[src/rtl/dram_port_arbiter_if.sv]
// Request/DRAM command bundle between the requesters, the port arbiter and the DRAM interface.
interface dram_port_arbiter_if #(
    parameter int unsigned ADDR_W = 32,
    parameter int unsigned LEN_W  = 8
);
    logic [2:0]          req_valid;
    logic [3*ADDR_W-1:0] req_addr;
    logic [3*LEN_W-1:0]  req_len;
    logic [2:0]          req_ready;
    logic [2:0]          req_done;
    logic                dram_cmd_valid;
    logic                dram_cmd_ready;
    logic                dram_cmd_we;
    logic [ADDR_W-1:0]   dram_cmd_addr;
    logic                busy;
    logic [1:0]          grant_id;

    modport master (
        output req_valid, req_addr, req_len, dram_cmd_ready,
        input  req_ready, req_done, dram_cmd_valid, dram_cmd_we, dram_cmd_addr, busy, grant_id
    );

    modport slave (
        input  req_valid, req_addr, req_len, dram_cmd_ready,
        output req_ready, req_done, dram_cmd_valid, dram_cmd_we, dram_cmd_addr, busy, grant_id
    );
endinterface

[src/rtl/dram_port_arbiter.sv]
// Round-robin arbiter sharing one DRAM command port between tbuf load, wbuf load and
// tbuf writeback; each grant is expanded into a burst of per-beat commands.
module dram_port_arbiter #(
    parameter int unsigned ADDR_W     = 32,
    parameter int unsigned LEN_W      = 8,
    parameter int unsigned BEAT_BYTES = 64
) (
    input logic                clk,
    input logic                rst_n,
    dram_port_arbiter_if.slave bus
);
    typedef enum logic [1:0] {ST_IDLE, ST_BURST, ST_DONE} state_t;

    state_t            r_state, w_state_nxt;
    logic [1:0]        r_rr_ptr, w_rr_ptr_nxt;
    logic [1:0]        r_id, w_id_nxt;
    logic [LEN_W-1:0]  r_len, w_len_nxt;
    logic [LEN_W-1:0]  r_beat, w_beat_nxt;
    logic [2:0]        r_req_ready, w_req_ready_nxt;
    logic [2:0]        r_req_done, w_req_done_nxt;
    logic              r_cmd_valid, w_cmd_valid_nxt;
    logic              r_cmd_we, w_cmd_we_nxt;
    logic [ADDR_W-1:0] r_cmd_addr, w_cmd_addr_nxt;
    logic              r_busy, w_busy_nxt;
    logic [1:0]        r_grant_id, w_grant_id_nxt;

    logic [2:0]        w_rot;
    logic [1:0]        w_off;
    logic [2:0]        w_sum;
    logic [1:0]        w_pick;
    logic              w_found;
    logic [ADDR_W-1:0] w_sel_addr;
    logic [LEN_W-1:0]  w_sel_len;

    function automatic logic [2:0] onehot3(input logic [1:0] id);
        case (id)
            2'd1:    onehot3 = 3'b010;
            2'd2:    onehot3 = 3'b100;
            default: onehot3 = 3'b001;
        endcase
    endfunction

    // Rotate requests so bit 0 is the round-robin head, then map the winner back to its id.
    always_comb begin
        case (r_rr_ptr)
            2'd1:    w_rot = {bus.req_valid[0], bus.req_valid[2], bus.req_valid[1]};
            2'd2:    w_rot = {bus.req_valid[1], bus.req_valid[0], bus.req_valid[2]};
            default: w_rot = bus.req_valid;
        endcase
        w_found = |bus.req_valid;
        w_off   = w_rot[0] ? 2'd0 : (w_rot[1] ? 2'd1 : 2'd2);
        w_sum   = {1'b0, r_rr_ptr} + {1'b0, w_off};
        w_pick  = (w_sum >= 3'd3) ? 2'(w_sum - 3'd3) : w_sum[1:0];
        case (w_pick)
            2'd1: begin
                w_sel_addr = bus.req_addr[ADDR_W +: ADDR_W];
                w_sel_len  = bus.req_len[LEN_W +: LEN_W];
            end
            2'd2: begin
                w_sel_addr = bus.req_addr[2*ADDR_W +: ADDR_W];
                w_sel_len  = bus.req_len[2*LEN_W +: LEN_W];
            end
            default: begin
                w_sel_addr = bus.req_addr[0 +: ADDR_W];
                w_sel_len  = bus.req_len[0 +: LEN_W];
            end
        endcase
    end

    always_comb begin
        w_state_nxt     = r_state;
        w_rr_ptr_nxt    = r_rr_ptr;
        w_id_nxt        = r_id;
        w_len_nxt       = r_len;
        w_beat_nxt      = r_beat;
        w_req_ready_nxt = 3'b000;
        w_req_done_nxt  = 3'b000;
        w_cmd_valid_nxt = r_cmd_valid;
        w_cmd_we_nxt    = r_cmd_we;
        w_cmd_addr_nxt  = r_cmd_addr;
        w_grant_id_nxt  = r_grant_id;
        case (r_state)
            ST_IDLE: begin
                if (w_found) begin
                    w_id_nxt        = w_pick;
                    w_grant_id_nxt  = w_pick;
                    w_req_ready_nxt = onehot3(w_pick);
                    w_rr_ptr_nxt    = (w_pick == 2'd2) ? 2'd0 : w_pick + 2'd1;
                    w_len_nxt       = w_sel_len;
                    w_beat_nxt      = '0;
                    w_cmd_addr_nxt  = w_sel_addr;
                    w_cmd_we_nxt    = (w_pick == 2'd2);
                    if (w_sel_len != '0) begin
                        w_state_nxt     = ST_BURST;
                        w_cmd_valid_nxt = 1'b1;
                    end else begin
                        w_state_nxt = ST_DONE;
                    end
                end
            end
            ST_BURST: begin
                if (r_cmd_valid && bus.dram_cmd_ready) begin
                    if (r_beat == LEN_W'(r_len - LEN_W'(1))) begin
                        w_state_nxt     = ST_DONE;
                        w_cmd_valid_nxt = 1'b0;
                    end else begin
                        w_beat_nxt     = r_beat + LEN_W'(1);
                        w_cmd_addr_nxt = r_cmd_addr + ADDR_W'(BEAT_BYTES);
                    end
                end
            end
            ST_DONE: begin
                w_req_done_nxt = onehot3(r_id);
                w_state_nxt    = ST_IDLE;
            end
            default: w_state_nxt = ST_IDLE;
        endcase
        // The done pulse lands in the cycle after DONE, so busy is stretched to cover it.
        w_busy_nxt = (w_state_nxt != ST_IDLE) || (r_state == ST_DONE);
    end

    always_ff @(posedge clk or negedge rst_n) begin
        if (!rst_n) begin
            r_state     <= ST_IDLE;
            r_rr_ptr    <= 2'd0;
            r_id        <= 2'd0;
            r_len       <= '0;
            r_beat      <= '0;
            r_req_ready <= 3'b000;
            r_req_done  <= 3'b000;
            r_cmd_valid <= 1'b0;
            r_cmd_we    <= 1'b0;
            r_cmd_addr  <= '0;
            r_busy      <= 1'b0;
            r_grant_id  <= 2'd0;
        end else begin
            r_state     <= w_state_nxt;
            r_rr_ptr    <= w_rr_ptr_nxt;
            r_id        <= w_id_nxt;
            r_len       <= w_len_nxt;
            r_beat      <= w_beat_nxt;
            r_req_ready <= w_req_ready_nxt;
            r_req_done  <= w_req_done_nxt;
            r_cmd_valid <= w_cmd_valid_nxt;
            r_cmd_we    <= w_cmd_we_nxt;
            r_cmd_addr  <= w_cmd_addr_nxt;
            r_busy      <= w_busy_nxt;
            r_grant_id  <= w_grant_id_nxt;
        end
    end

    assign bus.req_ready      = r_req_ready;
    assign bus.req_done       = r_req_done;
    assign bus.dram_cmd_valid = r_cmd_valid;
    assign bus.dram_cmd_we    = r_cmd_we;
    assign bus.dram_cmd_addr  = r_cmd_addr;
    assign bus.busy           = r_busy;
    assign bus.grant_id       = r_grant_id;
endmodule

[src/flat_wrapper.sv]
// flat-port wrapper written by rule: the top's interface ports become plain ports
module dram_port_arbiter_flat 
#(
    parameter int unsigned ADDR_W     = 32,
    parameter int unsigned LEN_W      = 8,
    parameter int unsigned BEAT_BYTES = 64
)
  (clk, rst_n, bus_req_valid, bus_req_addr, bus_req_len, bus_dram_cmd_ready, bus_req_ready, bus_req_done, bus_dram_cmd_valid, bus_dram_cmd_we, bus_dram_cmd_addr, bus_busy, bus_grant_id);
  dram_port_arbiter_if #(.ADDR_W(ADDR_W), .LEN_W(LEN_W)) bus_i ();
  input logic clk;
  input logic rst_n;
  input wire logic [$bits(bus_i.req_valid)-1:0] bus_req_valid;
  input wire logic [$bits(bus_i.req_addr)-1:0] bus_req_addr;
  input wire logic [$bits(bus_i.req_len)-1:0] bus_req_len;
  input wire logic [$bits(bus_i.dram_cmd_ready)-1:0] bus_dram_cmd_ready;
  output wire logic [$bits(bus_i.req_ready)-1:0] bus_req_ready;
  output wire logic [$bits(bus_i.req_done)-1:0] bus_req_done;
  output wire logic [$bits(bus_i.dram_cmd_valid)-1:0] bus_dram_cmd_valid;
  output wire logic [$bits(bus_i.dram_cmd_we)-1:0] bus_dram_cmd_we;
  output wire logic [$bits(bus_i.dram_cmd_addr)-1:0] bus_dram_cmd_addr;
  output wire logic [$bits(bus_i.busy)-1:0] bus_busy;
  output wire logic [$bits(bus_i.grant_id)-1:0] bus_grant_id;
  assign bus_i.req_valid = bus_req_valid;
  assign bus_i.req_addr = bus_req_addr;
  assign bus_i.req_len = bus_req_len;
  assign bus_i.dram_cmd_ready = bus_dram_cmd_ready;
  assign bus_req_ready = bus_i.req_ready;
  assign bus_req_done = bus_i.req_done;
  assign bus_dram_cmd_valid = bus_i.dram_cmd_valid;
  assign bus_dram_cmd_we = bus_i.dram_cmd_we;
  assign bus_dram_cmd_addr = bus_i.dram_cmd_addr;
  assign bus_busy = bus_i.busy;
  assign bus_grant_id = bus_i.grant_id;
  dram_port_arbiter #(.ADDR_W(ADDR_W), .LEN_W(LEN_W), .BEAT_BYTES(BEAT_BYTES)) u_core (.clk(clk), .rst_n(rst_n), .bus(bus_i));
endmodule
[config.mk]
export PLATFORM = sky130hd
export DESIGN_NAME = dram_port_arbiter_flat
export DESIGN_NICKNAME = d
export VERILOG_FILES = /design/src/rtl/dram_port_arbiter_if.sv /design/src/rtl/dram_port_arbiter.sv /design/src/flat_wrapper.sv
export SDC_FILE = /design/constraint.sdc
export NUM_CORES = 1
export LEC_CHECK = 0
export CAP_MARGIN = 10
export CORE_ASPECT_RATIO = 0.6
export CORE_MARGIN = 3
export CORE_UTILIZATION = 45
export DETAILED_ROUTE_END_ITERATION = 6
export PLACE_DENSITY = 0.82
export SYNTH_ARGS = -nofsm -noshare
export SYNTH_HDL_FRONTEND = slang
export SYNTH_SLANG_ARGS = --single-unit
[constraint.sdc]
create_clock -name clk -period 5.4 [get_ports clk]
set_input_delay 0.54 -clock clk [delete_from_list [all_inputs] [get_ports clk]]
set_output_delay 0.54 -clock clk [all_outputs]
set_load 0.02 [all_outputs]
## Yosys cells after proc, flatten, opt, wreduce, memory -nomap -nowiden

Index checks and enable logic that the tools add are counted.

| word-level totals | value |
|---|---|
| bits of input ports | 126 |
| memories kept | 0 |
| ROM bits | 0 |
| latch bits | 0 |
| flip-flop bits (word level) | 63 |
| word-level logic and storage cells | 72 |
| memory bits (writable) | 0 |

| operators by class | value |
|---|---|
| multiply operators | 0 |
| bitwise logic cells | 0 |
| reduce and logical (&&, ||, !) cells | 10 |
| mux-type cells | 30 |
| eq/ne operators | 14 |
| divide/modulo/power cells | 0 |
| order comparisons | 1 |
| add/sub/neg operators | 6 |
| shifts and indexed selects | 0 |

Operators by type and width:

| kind | count |
|---|---|
| case mux 32 bit (2 select lines) | 2 |
| two-way mux 32 bit | 3 |
| adder 32 x 7 -> 32 bit, second input constant | 1 |
| case mux 8 bit (2 select lines) | 2 |
| two-way mux 8 bit | 3 |
| two-way mux 2 bit | 8 |
| case mux 3 bit (2 select lines) | 2 |
| two-way mux 3 bit | 3 |
| adder 8 x 1 -> 8 bit, second input constant | 1 |
| equality test 2 x 1 -> 1 bit, second input constant | 4 |
| equality test 2 bit, second input constant | 4 |
| equality test 8 bit | 1 |
| != test 2 x 1 -> 1 bit, second input constant | 4 |
| case mux 2 bit (2 select lines) | 2 |
| nonzero test 8 bit | 1 |
| subtractor 8 x 1 -> 8 bit, second input constant | 1 |
| AND reduction 5 bit | 1 |
| two-way mux 1 bit | 4 |
| AND reduction 4 bit | 1 |
| nonzero test 2 bit | 2 |
| adder 2 x 2 -> 3 bit | 1 |
| greater-or-equal comparator 3 x 2 -> 1 bit, second input constant | 1 |
| OR reduction 3 bit | 1 |
| adder 2 x 1 -> 2 bit, second input constant | 1 |
| other kinds (7) | 7 |

## Longest topological paths before layout

Gate-level depths: netlist (run 1).

| depth | value |
|---|---|
| depth in word-level cells | 15 |
| mapped depth | 24 |
| mapped depth without buffers | 22 |

## Worst setup path after synthesis (run 1)

OpenSTA, ideal clock, no wires.

| timing | value |
|---|---|
| path type | register -> register |
| start | register u_core.r_rr_ptr[0] |
| end | register u_core.r_cmd_addr[2], in the netlist u_core.bus.dram_cmd_addr[2] |
| cell stages (with the launch flop) | 24 |
| library setup time | 0.135 ns |
| setup slack | 0.933 ns |
| period minus slack after synthesis | 4.467 ns |
| required time | 5.265 ns |
| data arrival time | 4.332 ns |
| cell sequence | dfrtp_1 inv_1 ha_1 nand2_1 a211oi_1 a31oi_1 o22ai_1 ha_1 inv_1 fa_1 inv_1 ha_1 nor2b_1 nor2b_1 o21ai_0 ha_1 clkbuf_1 clkbuf_1 clkbuf_1 clkbuf_1 clkbuf_1 nor2_1 a21oi_1 o21ai_0 |

| between the ends | value |
|---|---|
| longest elaborated chain between the ends | 11 |
| elaborated cells on any way between the ends | 14 |

Ends and longest elaborated chain:

| what | RTL line | RTL |
|---|---|---|
| start, declared | dram_port_arbiter.sv:15 | `logic [1:0] r_rr_ptr, w_rr_ptr_nxt;` |
| start signal, assigned | dram_port_arbiter.sv:138 | `r_rr_ptr <= w_rr_ptr_nxt;` |
| equality test 2 bit / equality test 2 x 1 -> 1 bit (equally long branches) | dram_port_arbiter.sv:45 | `case (r_rr_ptr)` |
| case mux 2 bit (2 select lines) | dram_port_arbiter.sv:45 |  |
| two-way mux 2 bit (2 in a row) | dram_port_arbiter.sv:51 | `w_off = w_rot[0] ? 2'd0 : (w_rot[1] ? 2'd1 : 2'd2);` |
| adder 2 x 2 -> 3 bit (*) | dram_port_arbiter.sv:52 | `w_sum = {1'b0, r_rr_ptr} + {1'b0, w_off};` |
| greater-or-equal comparator 3 x 2 -> 1 bit / subtractor 2 bit (equally long branches) | dram_port_arbiter.sv:53 | `w_pick = (w_sum >= 3'd3) ? 2'(w_sum - 3'd3) : w_sum[1:0];` |
| two-way mux 2 bit (*) | dram_port_arbiter.sv:53 |  |
| equality test 2 bit / equality test 2 x 1 -> 1 bit (equally long branches) | dram_port_arbiter.sv:54 | `case (w_pick)` |
| case mux 32 bit (2 select lines) (*) | dram_port_arbiter.sv:54 |  |
| two-way mux 32 bit (*) | dram_port_arbiter.sv:84 | `if (w_found) begin` |
| case mux 32 bit (2 select lines) (*) | dram_port_arbiter.sv:82 | `case (r_state)` |
| end signal, assigned | dram_port_arbiter.sv:146 | `r_cmd_addr <= w_cmd_addr_nxt;` |
| end, declared | dram_port_arbiter.sv:23 | `logic [ADDR_W-1:0] r_cmd_addr, w_cmd_addr_nxt;` |

Mark *: on every way between the ends. The rest lies on a longest branch, timed or not. The select of a mux whose other input is x is not followed.
A chain may end at the register's enable or synchronous reset.

## Worst setup path in the final report (run 1)

| timing | value |
|---|---|
| start | input port bus_req_valid[0] |
| end | register u_core.r_cmd_addr[26], in the netlist u_core.bus.dram_cmd_addr[26] |

| between the ends | value |
|---|---|
| longest elaborated chain between the ends | 10 |
| elaborated cells on any way between the ends | 15 |

Ends and longest elaborated chain:

| what | RTL line | RTL |
|---|---|---|
| start, declared | flat_wrapper.sv:12 | `input wire logic [$bits(bus_i.req_valid)-1:0] bus_req_valid;` |
| case mux 2 bit (2 select lines) (*) | dram_port_arbiter.sv:45 |  |
| two-way mux 2 bit | dram_port_arbiter.sv:51 |  |
| two-way mux 2 bit (*) | dram_port_arbiter.sv:51 |  |
| adder 2 x 2 -> 3 bit (*) | dram_port_arbiter.sv:52 |  |
| greater-or-equal comparator 3 x 2 -> 1 bit / subtractor 2 bit (equally long branches) | dram_port_arbiter.sv:53 |  |
| two-way mux 2 bit (*) | dram_port_arbiter.sv:53 |  |
| via u_core.w_pick[1] | dram_port_arbiter.sv:30 | `logic [1:0] w_pick;` |
| equality test 2 bit / equality test 2 x 1 -> 1 bit (equally long branches) | dram_port_arbiter.sv:54 |  |
| case mux 32 bit (2 select lines) (*) | dram_port_arbiter.sv:54 |  |
| two-way mux 32 bit (*) | dram_port_arbiter.sv:84 |  |
| case mux 32 bit (2 select lines) (*) | dram_port_arbiter.sv:82 |  |

The timed path passes the listed nets; every way through them passes the cells marked *. The select of a mux whose other input is x is not followed.

==> results of run 1 <==
==> worst paths after layout <==
path	startpoint	to	slack, ns	cells after the start
worst max-delay path	bus_req_valid[0]	u_core.bus.dram_cmd_addr[26]$_DFFE_PN0P_	0.52	22
min in group clk	u_core.bus.dram_cmd_addr[1]$_DFFE_PN0P_	u_core.bus.dram_cmd_addr[1]$_DFFE_PN0P_	0.49	2
worst max register to register	u_core.r_rr_ptr[0]$_DFFE_PN0P_	u_core.bus.dram_cmd_addr[26]$_DFFE_PN0P_	0.61	23
max in group asynchronous	rst_n	u_core.bus.dram_cmd_addr[7]$_DFFE_PN0P_	4.47	2
worst min register to register	u_core.bus.dram_cmd_addr[1]$_DFFE_PN0P_	u_core.bus.dram_cmd_addr[1]$_DFFE_PN0P_	0.49	2
worst min-delay path	rst_n	u_core.r_rr_ptr[1]$_DFFE_PN0P_	0.39	2
==> synthesized netlist by cell type, types with 8 or more instances <==
master    number
inv_1         13
nor3_1        12
ha_1          13
and3_1         9
and2_1         8
clkbuf_1      31
dfrtp_1       63
nor2_1        45
o21ai_0       58
or3_1          8
nand4_1        9
a22oi_1       41
nand3_1       12
a211oi_1      10
a21oi_1       38
o22ai_1        9
nand2_1       63
==> sequential cells by signal, summed over array words and instances (netlist names) <==
signal and flops:
u_core.r_beat 8, u_core.bus.req_ready 3, u_core.bus.busy 1, u_core.bus.dram_cmd_addr 32, u_core.r_state 2, u_core.r_rr_ptr 2, u_core.bus.dram_cmd_we 1, u_core.bus.dram_cmd_valid 1
u_core.r_len 8, u_core.r_id 2, u_core.bus.req_done 3
==> layout make-up <==
type | instances | area, um^2 | share of cell area
clock buffers | 10 | 229 | 0.0353
clock inverters | 6 | 61.3 | 0.00946
inverters | 13 | 48.8 | 0.00753
multi-input cells | 430 | 2650 | 0.409
flip-flops and latches | 63 | 1580 | 0.243
well taps | 130 | 163 | 0.0251
repair buffers | 178 | 1750 | 0.270
==> logic make-up after synthesis <==
family | Yosys count | share of synthesized area
DFF | 63 | 0.356
buffers and inverters | 53 | 0.0474
adders and majority gates | 14 | 0.0412
and+or+nand+nor | 197 | 0.220
xor gates and xnor gates | 7 | 0.0138
muxes | 7 | 0.0178
AOI/OAI and AO/OA | 205 | 0.304
==> through the flow <==
step	util	hold WS, ns
floorplan	-	0.244
global placement	0.659	0.460
detailed placement	0.659	0.478
CTS	0.690	0.414
global route	0.690	0.458
finish	0.690	0.391
==> metal layers <==
| layer | up-vias | part of all wire | track usage |
|---|---|---|---|
| met2 | 287 | 0.45 | 0.421 |
| met1 | 2351 | 0.43 | 0.368 |
| met5 | - | 0 | 0 |
| met3 | 21 | 0.11 | 0.0714 |
| met4 | 0 | 0.012 | 0.0582 |
| li1 | 2344 | - | - |
==> summary.md, run 1 <==
| Metric | Value |
|---|---|
| Status | finished with violations |
| Failing checks | DRC |
| CP Cell Sequence | clkdlybuf4s50_1 -> nand2_1 -> a211oi_1 -> a31oi_1 -> o22ai_1 -> ha_1 -> inv_1 -> fa_1 -> inv_1 -> ha_1 -> nor2b_1 -> nor2b_1 -> o21ai_0 -> inv_1 -> ha_1 -> buf_4 -> a221oi_1 -> nor3_1 -> a41oi_1 -> nor2_1 -> o22ai_1 -> a211oi_1 |
| Final setup margin | ~0.52 ns |
| Vias per std cell | about 6 |
| Skew final | approximately 0.0034 ns |
| DR iter-0 viols | 527 |
| Post-Place Cells | a little over 800 |
| DP Worst Slack | 0.281 ns |
| Initial core utilization | 0.472 |
| Post-route cell area | roughly 0.0065 mm^2 |
| Syn Std Cell Area | 0.00443 mm^2 |
| Headroom to the max-slew limit | 0.169 |
| Hold-fix buffer count after cts | 0 |
| Share of synthesized registers carrying an async set or reset | 1.00 |
| Slowest-stage cell, CP | clkdlybuf4s50_1 |
| Post-synth top area share | 0.356 |
| Rows | 27 |
| WL final | ~15,000 um |
| Die height | 82.9 um |
| Slew @ Worst Pin | ~1.2 ns |
| CP required | 5.64 ns |
| # Post-CTS Setup Buffers | 0 |
| Placer Congestion | 0.948 |
| Yosys warns | 0 |
| Post-Place Cell Area | 0.00619 mm^2 |
| Slowest stage delay, CP | roughly 0.55 ns |
| TNS Setup | 0 ns |
| IO buf count | ~170 |
| Max Cap Viol | 0 |
| Grt total ovfl | 0 |
| Min cycle time layout | 4.88 ns |
| Total CTS buffers | 9 |
| TritonRoute pass-1 iters | 7 |
| Diode count | 0 |
| Placeable Area | 0.00939 mm^2 |
| Detailed Place HPWL | 11,100 um |
| DRC | 6 |
| Clock root buffer | clkbuf_16 |
| Tcrit/Tclk final | 0.904 |
| CTS tree | built |
| Area leader, netlist | dfrtp_1 |
| CTS Buffer Depth | 2 |
| Synth Flop Type | dfrtp_1 |
| Max frequency | 205 MHz |
| Cell family with most CP delay | adder cells |
| Largest net degree at the start of global routing | 64 |
| CTS Sinks | 63 |
| All-Layer GR Usage | 0.266 |
| Fillers | 762 |
| Max-slew violations | 0 |
| CP bufs+invs | 5 |
| Initial antenna violation count | 0 |
| CP max FO | 33 |
| Global-route wire length before repair | 24,100 um |
| Unrepaired setup endpoints after global routing | false |
| Most common cell after layout, fill and taps aside | clkdlybuf4s50_1 |
| Critical Path Source Type | input port |
| Vias in the first global route | 4,780 |
| Worst Setup End Kind | flop |
| Clk pin slew, worst setup/hold paths | roughly 0.060 ns |
| Die Wd | 134 um |
| Final ANT Viol Nets | 0 |
| Hold/Removal Path Class | in -> async |
| Share of post-route cells with drive strength above 1 | 0.0629 |
| EDFF count, synth | 0 |
| Worst Path Arrival | roughly 5.1 ns |
| Worst Setup Path Type | in -> reg |
| Post-CTS Resized | 0 |
| Register area share after synthesis | 0.356 |
| Fin cells | 830 |
| H-Tree Depth | 3 |
| DR vias | 5,003 |
| Io pins | roughly 170 |
| Post-synthesis average cell area | 8.11 um^2 |
| Post-synthesis cell count | 546 |
| NumNets Final | 835 |
| Clk Latency, worst-skew pair | 0.33 ns |
| Setup Viol. Count Final | 0 |
| Most frequent cells in the layout | 167 x clkdlybuf4s50_1, 63 x nand2_1, 63 x dfrtp_1 |
| Unique masters post-synth | 60 |
| Number of synthesized register bits | 63 |
| Synth Net Count | 686 |
| Final Hold Viols | 0 |
| Wirelength per Cell | 18.3 um |
| Area grow syn2layout | 46.3% |
| Dominant cells by area after synthesis | dfrtp_1 36%, a22oi_1 6.9%, o21ai_0 6.6% |
| Die Footprint | approximately 0.011 mm^2 |
Power of run 1 is not shown: default switching activity piles up to over one toggle a cycle in this logic, so the estimate is an artifact.
==> inputs of run 2 (changes only) <==
--- a/config.mk
+++ b/config.mk
@@ -6,7 +6,7 @@
 export NUM_CORES = 1
 export LEC_CHECK = 0
 export CAP_MARGIN = 10
-export CORE_ASPECT_RATIO = 0.6
+export CORE_ASPECT_RATIO = 0.9
 export CORE_MARGIN = 3
 export CORE_UTILIZATION = 45
 export DETAILED_ROUTE_END_ITERATION = 6
==> run 2 against run 1 <==
Net effect:
- critical path type unchanged
- fmax rose by 2.9%
- clock skew rose by 0.0038 ns
- register-to-register slack better by 0.12 ns
- the run now ends clean
- clock-buffer cell count did not move
- global-route usage fell by 0.57 points
- first-iteration DRC count grew 3.2%
- routed wire length decreased by 5.6%
- setup slack improved by 0.14 ns
==> summary.md, run 2 (synthesis results as in run 1) <==
| Metric | Value |
|---|---|
| Final Hold Viols | 0 (unchanged) |
| Headroom to the max-slew limit | 0.204 (was 0.169) |
| Wirelength per Cell | 17.5 um (was 18.3 um) |
| Initial antenna violation count | 0 (unchanged) |
| Rows | 33 (was 27) |
| Worst Setup Path Type | in -> reg (unchanged) |
| Share of post-route cells with drive strength above 1 | 0.0629 (about the same) |
| DR vias | 4,936 (was 5,003) |
| NumNets Final | 834 (was 835) |
| All-Layer GR Usage | 0.261 (was 0.266) |
| R2R cell count | 23 (unchanged) |
| Die Wd | 111 um (was 134 um) |
| Largest net degree at the start of global routing | 66 (was 64) |
| CP endpoint | u_core.bus.dram_cmd_addr[26]$_DFFE_PN0P_ (unchanged) |
| Detailed Place HPWL | 10,500 um (was 11,100 um) |
| Slew @ Worst Pin | 1.19 ns (was 1.24 ns) |
| IO buf count | 168 (unchanged) |
| Hold-fix buffer count after cts | 0 (unchanged) |
| Area grow syn2layout | 45.2% (was 46.3%) |
| Total CTS buffers | 9 (unchanged) |
| CP bufs+invs | 5 (unchanged) |
| CTS Buffer Depth | 2 (unchanged) |
| Final ANT Viol Nets | 0 (unchanged) |
| CP Cell Sequence | clkdlybuf4s50_1 -> nand2_1 -> a211oi_1 -> a31oi_1 -> o22ai_1 -> ha_1 -> inv_1 -> fa_1 -> inv_1 -> ha_1 -> nor2b_1 -> nor2b_1 -> o21ai_0 -> inv_1 -> ha_1 -> buf_4 -> a221oi_1 -> nor3_1 -> a41oi_1 -> nor2_1 -> o22ai_1 -> a211oi_1 (unchanged) |
| Min cycle time layout | 4.74 ns (was 4.88 ns) |
| Tcrit/Tclk final | 0.878 (was 0.904) |
| Clock root buffer | clkbuf_8 (was clkbuf_16) |
| TritonRoute pass-1 iters | 5 (was 7) |
| Initial core utilization | 0.475 (was 0.472) |
| Cell family with most CP delay | adder cells (unchanged) |
| CP max FO | 33 (unchanged) |
| Global-route wire length before repair | 24,100 um (unchanged) |
| Max Cap Viol | 0 (unchanged) |
| Placeable Area | 0.00933 mm^2 (was 0.00939 mm^2) |
| R2r setup slk | 0.73 ns (was 0.61 ns) |
| CTS tree | built (unchanged) |
| Status | complete, no violations (was finished with violations) |
| Slowest stage delay, CP | 0.55 ns (about the same) |
| CTS Sinks | 63 (unchanged) |
| Reg2reg start | u_core.r_rr_ptr[0]$_DFFE_PN0P_ (unchanged) |
| Max frequency | 211 MHz (was 205 MHz) |
| Largest register FFs | 32 (unchanged) |
| Diode count | 0 (unchanged) |
| Clk Latency, worst-skew pair | 0.34 ns (was 0.33 ns) |
| Placer Congestion | 0.866 (was 0.948) |
| Vias in the first global route | 4,936 (was 4,780) |
| Worst Path Arrival | 4.98 ns (was 5.12 ns) |
| Die height | 100 um (was 82.9 um) |
| RR Endpoint | u_core.bus.dram_cmd_addr[26]$_DFFE_PN0P_ (unchanged) |
| H-Tree Depth | 3 (unchanged) |
| Post-CTS Resized | 0 (unchanged) |
| # Post-CTS Setup Buffers | 0 (unchanged) |
| Worst Setup End Kind | flop (unchanged) |
| Clk pin slew, worst setup/hold paths | 0.08 ns (was 0.06 ns) |
| Io pins | 169 (unchanged) |
| Critical path depth | 22 (unchanged) |
| Slowest-stage cell, CP | clkdlybuf4s50_1 (unchanged) |
| Most common cell after layout, fill and taps aside | clkdlybuf4s50_1 (unchanged) |
| Most frequent cells in the layout | 167 x clkdlybuf4s50_1, 63 x nand2_1, 63 x dfrtp_1 (unchanged) |
| DR iter-0 viols | 544 (was 527) |
| CP startpoint | bus_req_valid[0] (unchanged) |
| Hold/Removal Path Class | in -> async (unchanged) |
| WL final | 14,400 um (was 15,200 um) |
| Critical Path Source Type | input port (unchanged) |
| Vias per std cell | 6.01 (was 6.03) |
| Die Footprint | 0.0111 mm^2 (about the same) |
| CP required | 5.64 ns (about the same) |
| Setup Viol. Count Final | 0 (unchanged) |
| Grt total ovfl | 0 (unchanged) |
| TNS Setup | 0 ns (unchanged) |
| Unrepaired setup endpoints after global routing | false (unchanged) |
| Skew final | 0.00722 ns (was 0.00338 ns) |
| Max-slew violations | 0 (unchanged) |
| DRC | 0 (was 6) |
## run 2: cell count changes in the layout (fill, tap and decap cells not counted), moves of 2 or more
cell       before  now
bufinv_16       1    3
clkbuf_8        0   10
clkbuf_16       9    0
buf_4          10    8
## run 2: layout make-up
class | instances | area (um^2)
clock buffers | 10 | 138
repair buffers | 177 | 1760
multi-input cells | 430 | 2650
well taps | 122 | 153
fillers | 771 | 2900
flip-flops and latches | 63 | 1580
clock inverters | 6 | 108
inverters | 13 | 48.8
## run 2: worst reg2reg max path, stage by stage (launching register included)
cell and delay (ns):
dfrtp_1 0.40, inv_1 0.09, ha_1 0.20, nand2_1 0.07
a211oi_1 0.22, a31oi_1 0.07, o22ai_1 0.16, ha_1 0.17
inv_1 0.05, fa_1 0.53, inv_1 0.06, ha_1 0.17
nor2b_1 0.21, nor2b_1 0.16, o21ai_0 0.19, inv_1 0.11
ha_1 0.36, buf_4 0.39, a221oi_1 0.17, nor3_1 0.29
a41oi_1 0.08, nor2_1 0.12, o22ai_1 0.09, a211oi_1 0.24
## run 2: metrics by stage
stage	util	area [um^2]	worst slack [ns]	cells	hold slack [ns]
floorplan	-	4430	0.933	546	0.244
global placement	0.663	6190	0.615	805	0.463
detailed placement	0.663	6190	0.310	805	0.473
CTS	0.689	6430	0.618	821	0.404
global route	0.689	6430	0.0755	821	0.424
finish	0.689	6430	0.660	821	0.351
## run 2: worst min path at each step
stage                                                       start                                      end  cells past startpoint
after detailed placement  u_core.bus.dram_cmd_addr[4]$_DFFE_PN0P_  u_core.bus.dram_cmd_addr[4]$_DFFE_PN0P_                      2
final                                                       rst_n  u_core.bus.dram_cmd_addr[1]$_DFFE_PN0P_                      2
after CTS                                                   rst_n  u_core.bus.dram_cmd_addr[1]$_DFFE_PN0P_                      2
after global placement    u_core.bus.dram_cmd_addr[2]$_DFFE_PN0P_  u_core.bus.dram_cmd_addr[2]$_DFFE_PN0P_                      2
after global routing                                        rst_n  u_core.bus.dram_cmd_addr[1]$_DFFE_PN0P_                      2
after floorplan                                             rst_n                u_core.bus.busy$_DFF_PN0_                      0
## run 2: routing by layer
layer	global-route usage	vias up	wire length [um]
li1	-	2351	-
met1	0.349	2314	5970
met2	0.430	250	6940
met3	0.0506	21	1210
met4	0.0833	0	239
met5	0	-	0
Power of run 2 is left out for the same reason.
